### config.mk
export PLATFORM = sky130hd
export DESIGN_NAME = hazard_ctrl
export DESIGN_NICKNAME = d
export VERILOG_FILES = /design/src/rtl/cpu_pkg.sv /design/src/rtl/sat_counter.sv /design/src/rtl/hazard_ctrl.sv
export SDC_FILE = /design/constraint.sdc
export NUM_CORES = 1
export LEC_CHECK = 0
export BUFFER_PORTS_ARGS = -buffer_cell sky130_fd_sc_hd__buf_4
export CAP_MARGIN = 20
export CELL_PAD_IN_SITES_DETAIL_PLACEMENT = 0
export CELL_PAD_IN_SITES_GLOBAL_PLACEMENT = 1
export CORE_ASPECT_RATIO = 1.4
export CORE_UTILIZATION = 30
export DETAILED_ROUTE_END_ITERATION = 10
export PLACE_DENSITY = 0.66
export SLEW_MARGIN = 20
export SYNTH_ARGS = -nofsm -noshare
export SYNTH_HDL_FRONTEND = slang
export SYNTH_SLANG_ARGS = --single-unit
### constraint.sdc
create_clock -name clk -period 1.95 [get_ports clk]
set_input_delay 0.195 -clock clk [delete_from_list [all_inputs] [get_ports clk]]
set_output_delay 0.195 -clock clk [all_outputs]
set_load 0.02 [all_outputs]
### src/rtl/cpu_pkg.sv
// Shared pipeline-control types: hazard FSM encoding, control bundle and load-use decode.
package cpu_pkg;

    typedef enum logic [1:0] {
        ST_RUN    = 2'd0,
        ST_STALL  = 2'd1,
        ST_FLUSH  = 2'd2,
        ST_FREEZE = 2'd3
    } hz_state_t;

    typedef struct packed {
        logic pc_write;
        logic if_id_write;
        logic id_ex_write;
        logic mem_hold;
        logic if_flush;
        logic id_flush;
    } hz_ctrl_t;

    localparam hz_ctrl_t CTRL_RUN    = 6'b111_000;
    localparam hz_ctrl_t CTRL_STALL  = 6'b001_001;
    localparam hz_ctrl_t CTRL_FLUSH  = 6'b111_011;
    localparam hz_ctrl_t CTRL_FREEZE = 6'b000_100;

    // x0 is hard-wired zero, so a load targeting it can never create a dependency.
    function automatic logic load_use(
        input logic       ex_mem_read,
        input logic [4:0] ex_rd,
        input logic       use_rs1,
        input logic [4:0] rs1,
        input logic       use_rs2,
        input logic [4:0] rs2
    );
        return ex_mem_read && (ex_rd != 5'd0) &&
               ((use_rs1 && (rs1 == ex_rd)) || (use_rs2 && (rs2 == ex_rd)));
    endfunction

endpackage

### src/rtl/sat_counter.sv
// Saturating event counter with synchronous clear that wins over increment.
module sat_counter #(
    parameter int W = 16
) (
    input  logic         clk,
    input  logic         rstn,
    input  logic         inc,
    input  logic         clr,
    output logic [W-1:0] cnt
);

    logic [W-1:0] cnt_d;
    logic [W-1:0] cnt_q;

    function automatic logic [W-1:0] sat_inc(input logic [W-1:0] v);
        return (&v) ? v : v + 1'b1;
    endfunction

    always_comb begin
        cnt_d = cnt_q;
        if (clr) begin
            cnt_d = '0;
        end else if (inc) begin
            cnt_d = sat_inc(cnt_q);
        end
    end

    always_ff @(posedge clk or negedge rstn) begin
        if (!rstn) begin
            cnt_q <= '0;
        end else begin
            cnt_q <= cnt_d;
        end
    end

    assign cnt = cnt_q;

endmodule

### src/rtl/hazard_ctrl.sv
// Pipeline hazard controller: memory freeze, branch flush and load-use stall,
// with a registered state tracker and saturating stall/flush statistics.
module hazard_ctrl
    import cpu_pkg::*;
#(
    parameter int CNT_W = 16
) (
    input  logic             clk,
    input  logic             rstn,
    input  logic [4:0]       id_rs1,
    input  logic [4:0]       id_rs2,
    input  logic             id_use_rs1,
    input  logic             id_use_rs2,
    input  logic             ex_mem_read,
    input  logic [4:0]       ex_rd,
    input  logic             ex_taken,
    input  logic             dmem_busy,
    input  logic             clr_stats,
    output logic             pc_write,
    output logic             if_id_write,
    output logic             id_ex_write,
    output logic             mem_hold,
    output logic             if_flush,
    output logic             id_flush,
    output logic [1:0]       state,
    output logic [CNT_W-1:0] stall_cnt,
    output logic [CNT_W-1:0] flush_cnt
);

    hz_state_t state_d;
    hz_state_t state_q;
    hz_ctrl_t  ctrl;
    logic      lu;
    logic      stall_inc;
    logic      flush_inc;

    assign lu = load_use(ex_mem_read, ex_rd, id_use_rs1, id_rs1, id_use_rs2, id_rs2);

    // Controls are decoded straight from the inputs; the state register only
    // records which hazard was serviced, so reset never disturbs the decode.
    always_comb begin
        ctrl    = CTRL_RUN;
        state_d = ST_RUN;
        if (dmem_busy) begin
            ctrl    = CTRL_FREEZE;
            state_d = ST_FREEZE;
        end else if (ex_taken) begin
            ctrl    = CTRL_FLUSH;
            state_d = ST_FLUSH;
        end else if (lu) begin
            ctrl    = CTRL_STALL;
            state_d = ST_STALL;
        end
    end

    always_ff @(posedge clk or negedge rstn) begin
        if (!rstn) begin
            state_q <= ST_RUN;
        end else begin
            state_q <= state_d;
        end
    end

    // A multi-cycle flush (back-to-back taken) counts as one event.
    assign stall_inc = (state_d == ST_STALL) || (state_d == ST_FREEZE);
    assign flush_inc = (state_d == ST_FLUSH) && (state_q != ST_FLUSH);

    sat_counter #(.W(CNT_W)) u_stall_cnt (
        .clk  (clk),
        .rstn (rstn),
        .inc  (stall_inc),
        .clr  (clr_stats),
        .cnt  (stall_cnt)
    );

    sat_counter #(.W(CNT_W)) u_flush_cnt (
        .clk  (clk),
        .rstn (rstn),
        .inc  (flush_inc),
        .clr  (clr_stats),
        .cnt  (flush_cnt)
    );

    assign pc_write    = ctrl.pc_write;
    assign if_id_write = ctrl.if_id_write;
    assign id_ex_write = ctrl.id_ex_write;
    assign mem_hold    = ctrl.mem_hold;
    assign if_flush    = ctrl.if_flush;
    assign id_flush    = ctrl.id_flush;
    assign state       = state_q;

endmodule

==> results of run 1 <==
-- area by class of cell --
class | count | area (um2)
Clock inverter | 1 | 5.00
Sequential cell | 34 | 855
Timing Repair Buffer | 91 | 702
Fill cell | 633 | 3380
Clock buffer | 7 | 86.3
Tap cell | 72 | 90.1
Inverter | 3 | 11.3
Multi-Input combinational cell | 157 | 1090
-- worst max-delay path: cells and delay by family, from the launching register on --
family | cells | cell delay (ns)
AOI/OAI and AO/OA | 3 | 0.39
adders and majority gates | 1 | 0.17
buffers and inverters | 1 | 0.18
DFF | 1 | 0.43
and+or+nand+nor | 3 | 0.63
-- per-stage QoR --
step | cell area (um2) | total power, mW | utilization (%)
final | 2840 | 1.47 | 45.6
after global routing | 2840 | 1.54 | 45.6
after CTS | 2770 | 1.49 | 44.6
after detailed placement | 2670 | 0.942 | 42.9
after global placement | 2670 | 0.940 | 42.9
after floorplan | 1960 | 0.839 | -
-- timing repair --
action / 4_1_cts / 5_1_grt
hold buffers: 1 / 0
hold endpoints to repair: 34 / 0
endpoints found under the setup margin: 0 / 3
setup buffers: 0 / 1
resized for setup: 0 / 13
-- power breakdown --
part,switching [mW],leakage [nW],internal (mW)
registers,0.00811,0.463,0.714
logic,0.110,0.816,0.0976
clock network,0.256,0.0482,0.285
-- worst paths after layout --
check,slack [ns],endpoint,cells after the start,start
max reg2reg,0.07,u_stall_cnt.cnt[5],8,u_stall_cnt.cnt[0]
max in group asynchronous,1.22,u_stall_cnt.cnt[10],2,rstn
max,0.07,u_stall_cnt.cnt[5],8,u_stall_cnt.cnt[0]
min reg2reg,0.56,u_flush_cnt.cnt[15],2,u_flush_cnt.cnt[15]
min,0.13,state[1],2,ex_taken
min in group asynchronous,0.39,u_stall_cnt.cnt[3],2,rstn
-- state kept, by name, summed over array words and instances, names as in the netlist --
| signal | cells |
|---|---|
| state | 2 |
| u_flush_cnt.cnt | 16 |
| u_stall_cnt.cnt | 16 |
-- cell usage in the layout (no fill, tap or decap), types with 5 or more instances in the layout --
cell / n
a21oi_1: 12
xnor2_1: 18
and3_1: 8
nand2_1: 15
clkbuf_8: 6
or3_1: 10
nor2_1: 22
nand3_1: 5
nand4_1: 7
buf_4: 88
dfrtp_1: 31
xor2_1: 7
and4_1: 5
o21ai_1: 9
-- cell usage after synthesis, drive strengths merged, types with 5 or more instances --
library cell / number
nand3: 7
nand4: 8
dfrtp: 34
and3: 9
xor2: 7
nand2: 16
nor2: 22
o21ai: 10
a21oi: 16
or3: 10
xnor2: 18
buf: 5
and4: 6
-- kinds of logic after synthesis --
| family | synth area share (%) |
|---|---|
| flops | 43.8 |
| fa+ha+maj | 1.29 |
| compound gates | 11.5 |
| buf+inv | 3.74 |
| mux | 2.19 |
| simple gates | 26.2 |
| xor+xnor | 11.3 |
-- layer usage --
metal  share of wire (%)  vias up  track usage, %  wire [um]
li1                    -      898               -          -
met1                  41      847            18.3       2070
met2                  52       52            27.3       2630
met3                 4.4        7            3.42        219
met4                 2.1        0            6.92        105
met5                   0        -               0          0
==> impl_metrics.tcl, run 1 <==
set metrics [dict create \
    status "finished, final reports clean" \
    endpoint_kind "flop" \
    path_clk_slew_ns 0.07 \
    slowest_delay_ns 0.48 \
    first_global_vias 1799 \
    synthFlopType "dfrtp_1" \
    worstSetupPathType "reg -> reg" \
    place_hpwl_um 3720 \
    drtIter0Drc 58 \
    peakVddDrop_uv 219 \
    worstPathRequired_ns 2.16 \
    async_reset_ff_share_pct 100 \
    clockRootBuffer "clkbuf_8" \
    rsz0062_at_grt "true" \
    ys_seq_area_share_pct 43.8 \
    clkLatencyLatePin_ns 0.29 \
    synth_area_leaders "dfrtp_1, xnor2_1, nor2_1" \
    setup_viol 0 \
    cp_slowest_cell "or4_4" \
    start_util_pct 31.3 \
    grt_pass1_wl_um 8570 \
    via_count 1804 \
    netlist_instances 202 \
    syn_area_per_cell_um2 9.61 \
    cts.sinks 34 \
    dieArea_mm2 0.00680 \
    first_pass_iters 4 \
    gp_congestion 0.763 \
    hold_slack_ns 0.131 \
    min_period_ns 1.88 \
    core_region_area_mm2 0.00621 \
    fin_tns_setup_ns 0 \
    io_pins 63 \
    synth-seq-cells 34 \
    path_cells "ha_4, nand3_4, nor3_4, a21oi_2, a31oi_4, buf_12, or4_4, a21oi_2" \
    cp_max_fo 17 \
    rows 34 \
    wl_um 5020 \
    yosys.area.top_type "dfrtp_1" \
    dpl.cell_count 355 \
    fin_cells 365 \
    cts_tree "yes" \
    synth_cell_types 42 \
    vias_per_cell 4.94 \
    cp_common_cell "a21oi_2" \
    synth-edff-count 0 \
    fin_worst_skew_ns 0.0113 \
    nets 317 \
    final_max_slew_viol_count 0 \
    antenna_found_initial 0 \
    cp.arrival_ns 2.09 \
    slew_headroom_pct 70.3 \
    synth_top_area_share_pct 43.8 \
    drive_gt1_share_pct 39.6 \
    placement.io_buffers 62 \
    grt_max_degree 35 \
    power_leakage_nw 1.33 \
    holdCritPathClass "in -> reg" \
    drc 0 \
    powerDensity_mw_per_mm2 519 \
    yosysWarnings 0 \
    place_ws_ns 0.0494 \
    maxCapViolCount 0 \
    startpoint_type "flop" \
    wl_per_cell_um 13.8 \
    die_h_um 97.2 \
    post-route-period-util_pct 96.4 \
    fmax_mhz 532 \
    synth_nets 227 \
    drtAntennaViolNets 0 \
    tightest_slew_ns 0.445 \
    finalWorstSetupSlack_ns 0.0706 \
    numCtsBuffers 5 \
    grt.overflow.total 0 \
    antenna_cells 0 \
    dieWidth_um 70.0 \
    hold_viol_final 0 \
    syn_area_mm2 0.00194 \
    clk_path_buf_depth 2 \
    areaGrowthSynthToFinish_pct 46.0 \
    htreeDepth 2 \
    track_usage_pct 15.7 \
]
Note: power is estimated with default switching activity, not from simulation.
==> inputs of run 2 (changes only) <==
CELL_PAD_IN_SITES_DETAIL_PLACEMENT = 1   (was 0)
==> impl_metrics.tcl, run 2 (synthesized netlist as in run 1, its figures left out) <==
set metrics [dict create \
    status "finished, final reports clean" \
    seq_area_um2 853 \
    fin_worst_skew_ns 0.0100 \
    vias_per_cell 5.14 \
    tightest_slew_ns 0.462 \
    hold_slack_ns 0.121 \
    grt_pass1_wl_um 9250 \
    fin_tns_setup_ns 0 \
    gp_congestion 0.763 \
    cts.sinks 34 \
    worstPathRequired_ns 2.17 \
    hp-start "ex_taken" \
    start_util_pct 31.3 \
    peakVddDrop_uv 215 \
    rsz0062_at_grt "true" \
    maxCapViolCount 0 \
    final_cell_mix "buf_4, dfrtp_1, nor2_1, xnor2_1, nand2_1" \
    crit_buf_inv 1 \
    reg2reg_slack_ns 0.08 \
    core_region_area_mm2 0.00621 \
    dieArea_mm2 0.00680 \
    wl_um 5500 \
    drtIter0Drc 56 \
    cp_slowest_cell "or4_4" \
    antenna_found_initial 0 \
    netSwitchingFraction_pct 26.1 \
    track_usage_pct 17.1 \
    placement.io_buffers 62 \
    path_clk_slew_ns 0.07 \
    htreeDepth 2 \
    rr_endpoint "u_stall_cnt.cnt[5]" \
    p_seq_share_pct 48.7 \
    final_max_slew_viol_count 0 \
    endpoint_kind "flop" \
    drc 0 \
    grt_max_degree 35 \
    path_cells "ha_4, nand3_4, nor3_4, a21oi_2, a31oi_4, buf_12, or4_4, a21oi_2" \
    holdCritPathClass "in -> reg" \
    clkLatencyLatePin_ns 0.30 \
    io_pins 63 \
    slew_headroom_pct 69.2 \
    cp_common_cell "a21oi_2" \
    antenna_cells 0 \
    cp.depth 8 \
    hold_viol_final 0 \
    place_hpwl_um 4120 \
    first_global_vias 1947 \
    ff2ff_path_depth 8 \
    drtAntennaViolNets 0 \
    setup_viol 0 \
    min_period_ns 1.87 \
    powerDensity_mw_per_mm2 525 \
    worstSetupPathType "reg -> reg" \
    first_pass_iters 4 \
    multi_input_area_mm2 0.00109 \
    dieWidth_um 70.0 \
    place_area_mm2 0.00267 \
    place_ws_ns 0.0385 \
    cp_max_fo 18 \
    comb_power_share_pct 14.1 \
    cts_tree "yes" \
    rows 34 \
    power_leakage_nw 1.32 \
    post-route-period-util_pct 96.0 \
    fmax_mhz 534 \
    startpoint_type "flop" \
    finalWorstSetupSlack_ns 0.0779 \
    p_sw_mw 0.387 \
    drive_gt1_share_pct 40.4 \
    cp_top_family "simple AND/OR/NAND/NOR gates" \
    regToRegStartpoint "u_stall_cnt.cnt[0]" \
    nets 316 \
    fill_cells 747 \
    cp.arrival_ns 2.09 \
    clk_path_buf_depth 2 \
    via_count 1872 \
    grt.overflow.total 0 \
    clkPwrFrac_pct 37.2 \
    p_int_mw 1.10 \
    hold_path_end "state[1]" \
    clockRootBuffer "clkbuf_8" \
    wl_per_cell_um 15.1 \
    stdcell_area_mm2 0.00282 \
    layout_commonest_cell "buf_4" \
    areaGrowthSynthToFinish_pct 45.4 \
    slowest_delay_ns 0.48 \
    numCtsBuffers 5 \
    die_h_um 97.2 \
    hold_depth 2 \
]
-- run 2: layer usage --
metal / up-vias / GRT usage, % / routed length [um]
met2: 57 / 29.0 / 2910
li1: 896 / - / -
met4: 0 / 9.38 / 162
met5: - / 0 / 0
met1: 905 / 20.0 / 2190
met3: 14 / 3.42 / 233
-- run 2: worst max-delay path by stage --
| stage | endpoint | slack [ns] | from |
|---|---|---|---|
| after floorplan | u_stall_cnt.cnt[1] | 0.04 | u_stall_cnt.cnt[0] |
| after global placement | u_stall_cnt.cnt[5] | 0.09 | u_stall_cnt.cnt[0] |
| after detailed placement | u_stall_cnt.cnt[9] | 0.04 | u_stall_cnt.cnt[0] |
| after CTS | u_stall_cnt.cnt[9] | 0.02 | u_stall_cnt.cnt[0] |
| after global routing | u_stall_cnt.cnt[9] | -0.0009 | u_stall_cnt.cnt[11] |
| final | u_stall_cnt.cnt[5] | 0.08 | u_stall_cnt.cnt[0] |
-- run 2: what timing repair did --
action                                 4_1_cts  5_1_grt
buffers inserted                             0        0
setup endpoints to repair                    0        9
endpoints found under the hold margin       34        0
gates resized for setup                      0       13
hold buffers                                 1        0
-- run 2: area by class of cell --
cell class / instances / area share, %
Clock buffer: 7 / 3.06
Clock inverter: 1 / 0.177
Inverter: 3 / 0.399
Multi-Input combinational cell: 157 / 38.5
Sequential cell: 34 / 30.2
Tap cell: 72 / 3.19
Timing Repair Buffer: 90 / 24.5
-- run 2: per-stage QoR --
stage	cells	total power, mW	utilization, %
6_report	364	1.48	45.5
5_1_grt	364	1.55	45.5
4_1_cts	364	1.51	44.6
3_5_place_dp	355	0.945	42.9
3_3_place_gp	355	0.940	42.9
2_1_floorplan	202	0.839	-
-- run 2: worst reg2reg max path, cell delays in order, from the launching register on --
cell and delay (ns):
dfrtp_2 0.43, ha_4 0.17, nand3_4 0.09, nor3_4 0.06, a21oi_2 0.18, a31oi_4 0.07, buf_12 0.18, or4_4 0.48
a21oi_2 0.14
-- run 2: power by group through the flow --
stage / registers (mW) / clock network [mW] / logic [mW]
after detailed placement: 0.736 / 0 / 0.209
after global placement: 0.735 / 0 / 0.205
final: 0.722 / 0.552 / 0.208
after global routing: 0.724 / 0.596 / 0.228
after CTS: 0.722 / 0.574 / 0.211
after floorplan: 0.750 / 0 / 0.0890
==> inputs of run 3 (changes only) <==
ABC_AREA = 1   (was not set)
PLACE_DENSITY = 0.68   (was 0.66)
==> impl_metrics.tcl, run 3 <==
set metrics [dict create \
    track_usage_pct 19.6 \
    numCtsBuffers 5 \
    comb_power_share_pct 15.9 \
    crit_end "u_flush_cnt.cnt[13]" \
    worstSetupPathType "reg -> reg" \
    crit_buf_inv 2 \
    cp.depth 8 \
    path_cells "inv_1, nor3_4, nand4_2, o21ai_4, nand2_4, clkinv_2, nand2_1, o31ai_1" \
    ff2ff_path_depth 8 \
    synthXorXnorAreaFrac_pct 4.78 \
    syn_area_mm2 0.00238 \
    synth_cell_types 32 \
    setup_viol 0 \
    wl_um 7650 \
    cts.sinks 34 \
    yosys.area_share.adder_pct 1.05 \
    via_count 2538 \
    ys_seq_area_share_pct 35.7 \
    clk_path_buf_depth 2 \
    drtIter0Drc 76 \
    synth-edff-count 0 \
    first_global_vias 2732 \
    synth_nets 372 \
    synthSimpleGateAreaFrac_pct 42.4 \
    dpl.cell_count 510 \
    p_seq_share_pct 48.9 \
    syn_area_per_cell_um2 6.86 \
    cp_max_fo 11 \
    status "finished, final reports clean" \
    ys_top_cells_by_count "nand2_1, nand3_1, nor2_1, inv_1, dfrtp_1" \
    async_reset_ff_share_pct 100 \
    cp_top_family "simple AND/OR/NAND/NOR gates" \
    die_h_um 107 \
    reg2reg_slack_ns 0.12 \
    fin_worst_skew_ns 0.00992 \
    synthFlopType "dfrtp_1" \
    fill_cells 1035 \
    clkLatencyLatePin_ns 0.29 \
    io_pins 63 \
    tightest_slew_ns 0.485 \
    p_sw_mw 0.429 \
    grt.overflow.total 0 \
    synth_top_area_share_pct 35.7 \
    synth_compound_area_share_pct 6.41 \
    synth_top_family_by_area "simple AND/OR/NAND/NOR gates" \
    drive_gt1_share_pct 24.5 \
    rows 38 \
    final_max_slew_viol_count 0 \
    grt_max_degree 35 \
    cp_slowest_cell "dfrtp_1" \
    yosysWarnings 0 \
    slew_headroom_pct 67.6 \
    min_period_ns 1.83 \
    synth.mux.area_fraction_pct 0 \
    dieArea_mm2 0.00830 \
    p_int_mw 1.05 \
    worstPathRequired_ns 2.14 \
    gp_congestion 0.775 \
    maxCapViolCount 0 \
    drc 0 \
    netSwitchingFraction_pct 29.1 \
    wl_per_cell_um 14.7 \
    startpoint_type "flop" \
    clockRootBuffer "clkbuf_8" \
    grt_pass1_wl_um 12800 \
    peakVddDrop_uv 220 \
    powerDensity_mw_per_mm2 472 \
    fmax_mhz 546 \
    power_leakage_nw 1.62 \
    slowest_delay_ns 0.41 \
    place_hpwl_um 5920 \
    drtAntennaViolNets 0 \
    antenna_cells 0 \
    synth_area_leaders "dfrtp_1, nand2_1, nand3_1" \
    nets 446 \
    crit_start "u_flush_cnt.cnt[9]" \
    post-route-period-util_pct 94.0 \
    htreeDepth 2 \
    netlist_instances 347 \
    hp-start "ex_taken" \
    core_region_area_mm2 0.00770 \
    first_pass_iters 4 \
    cts_tree "yes" \
    regToRegStartpoint "u_flush_cnt.cnt[9]" \
    final_cell_mix "nand2_1, buf_4, nand3_1, nor2_1, inv_1" \
    fin_tns_setup_ns 0 \
    vias_per_cell 4.87 \
    clkPwrFrac_pct 35.2 \
    path_clk_slew_ns 0.08 \
    endpoint_kind "flop" \
    rsz0062_at_grt "false" \
    yosysMostFrequentCell "nand2_1" \
    synth-seq-cells 34 \
    yosys.area.top_type "dfrtp_1" \
    rr_endpoint "u_flush_cnt.cnt[13]" \
    cp.arrival_ns 2.02 \
    holdCritPathClass "in -> reg" \
    fin_cells 521 \
    placement.io_buffers 62 \
    layout_commonest_cell "nand2_1" \
    hold_viol_final 0 \
    areaGrowthSynthToFinish_pct 31.1 \
    start_util_pct 30.9 \
    dieWidth_um 77.3 \
    antenna_found_initial 0 \
]
run 3: changes by cell type in the layout (fill, tap and decap cells not counted), sizes merged, moves of 10 or more:
cell	change
a21oi	-12
buf	-12
inv	+39
nand2	+85
nand3	+40
nor2	+25
or3	-10
xnor2	-18
run 3: repair_timing:
action	4_1_cts	5_1_grt
resized for setup	0	2
endpoints found under the hold margin	34	0
setup endpoints to repair	0	17
hold buffers	1	0
setup buffers	0	3
run 3: cells by family after synthesis:
logic type / after synthesis
AOI/OAI and AO/OA: 24
xor gates and xnor gates: 13
adders and majority gates: 2
buffers and inverters: 54
DFF: 34
and+or+nand+nor: 220
run 3: cell type report:
class / instances / area, um2 / area share, %
Timing Repair Buffer: 78 / 588 / 18.8
Sequential cell: 34 / 851 / 27.3
Clock inverter: 2 / 10.0 / 0.321
Clock buffer: 5 / 68.8 / 2.21
Tap cell: 100 / 125 / 4.01
Inverter: 43 / 163 / 5.21
Multi-Input combinational cell: 259 / 1320 / 42.1
run 3: metrics by stage:
stage	hold WS (ns)	utilization (%)	total power [mW]	area [um2]	setup WS, ns
after global routing	0.139	40.5	1.55	3120	0.0181
after CTS	0.131	40.0	1.48	3080	0.0375
final	0.134	40.5	1.47	3120	0.118
after detailed placement	0.193	38.9	0.965	3000	0.0584
after floorplan	-0.101	-	0.852	2380	0.135
after global placement	0.189	38.9	0.960	3000	0.125
run 3: worst register-to-register path, delay by kind of cell (launching register included):
| kind | cells | cell delay [ns] |
|---|---|---|
| buffers and inverters | 2 | 0.30 |
| AOI/OAI and AO/OA | 2 | 0.34 |
| and+or+nand+nor | 4 | 0.68 |
| DFF | 1 | 0.41 |
run 3: power by group through the flow:
stage	clock network, mW	logic [mW]	registers, mW
2_1_floorplan	0	0.104	0.748
3_3_place_gp	0	0.225	0.736
4_1_cts	0.531	0.231	0.722
3_5_place_dp	0	0.229	0.736
5_1_grt	0.561	0.261	0.723
6_report	0.518	0.235	0.721
run 3: worst min-delay path by stage:
stage / end / slack [ns] / depth (start not counted)
2_1_floorplan: state[0] / -0.10 / 0
4_1_cts: state[1] / 0.13 / 3
3_3_place_gp: u_flush_cnt.cnt[15] / 0.19 / 1
5_1_grt: state[1] / 0.14 / 3
6_report: state[1] / 0.13 / 3
3_5_place_dp: u_flush_cnt.cnt[15] / 0.19 / 1
run 3: metal layers:
| metal | vias to the layer above | track usage, % | share of wire [%] |
|---|---|---|---|
| li1 | 1266 | - | - |
| met1 | 1215 | 21.2 | 39 |
| met2 | 44 | 38.5 | 57 |
| met3 | 13 | 2.20 | 2.2 |
| met4 | 0 | 7.14 | 1.7 |
| met5 | - | 0 | 0 |
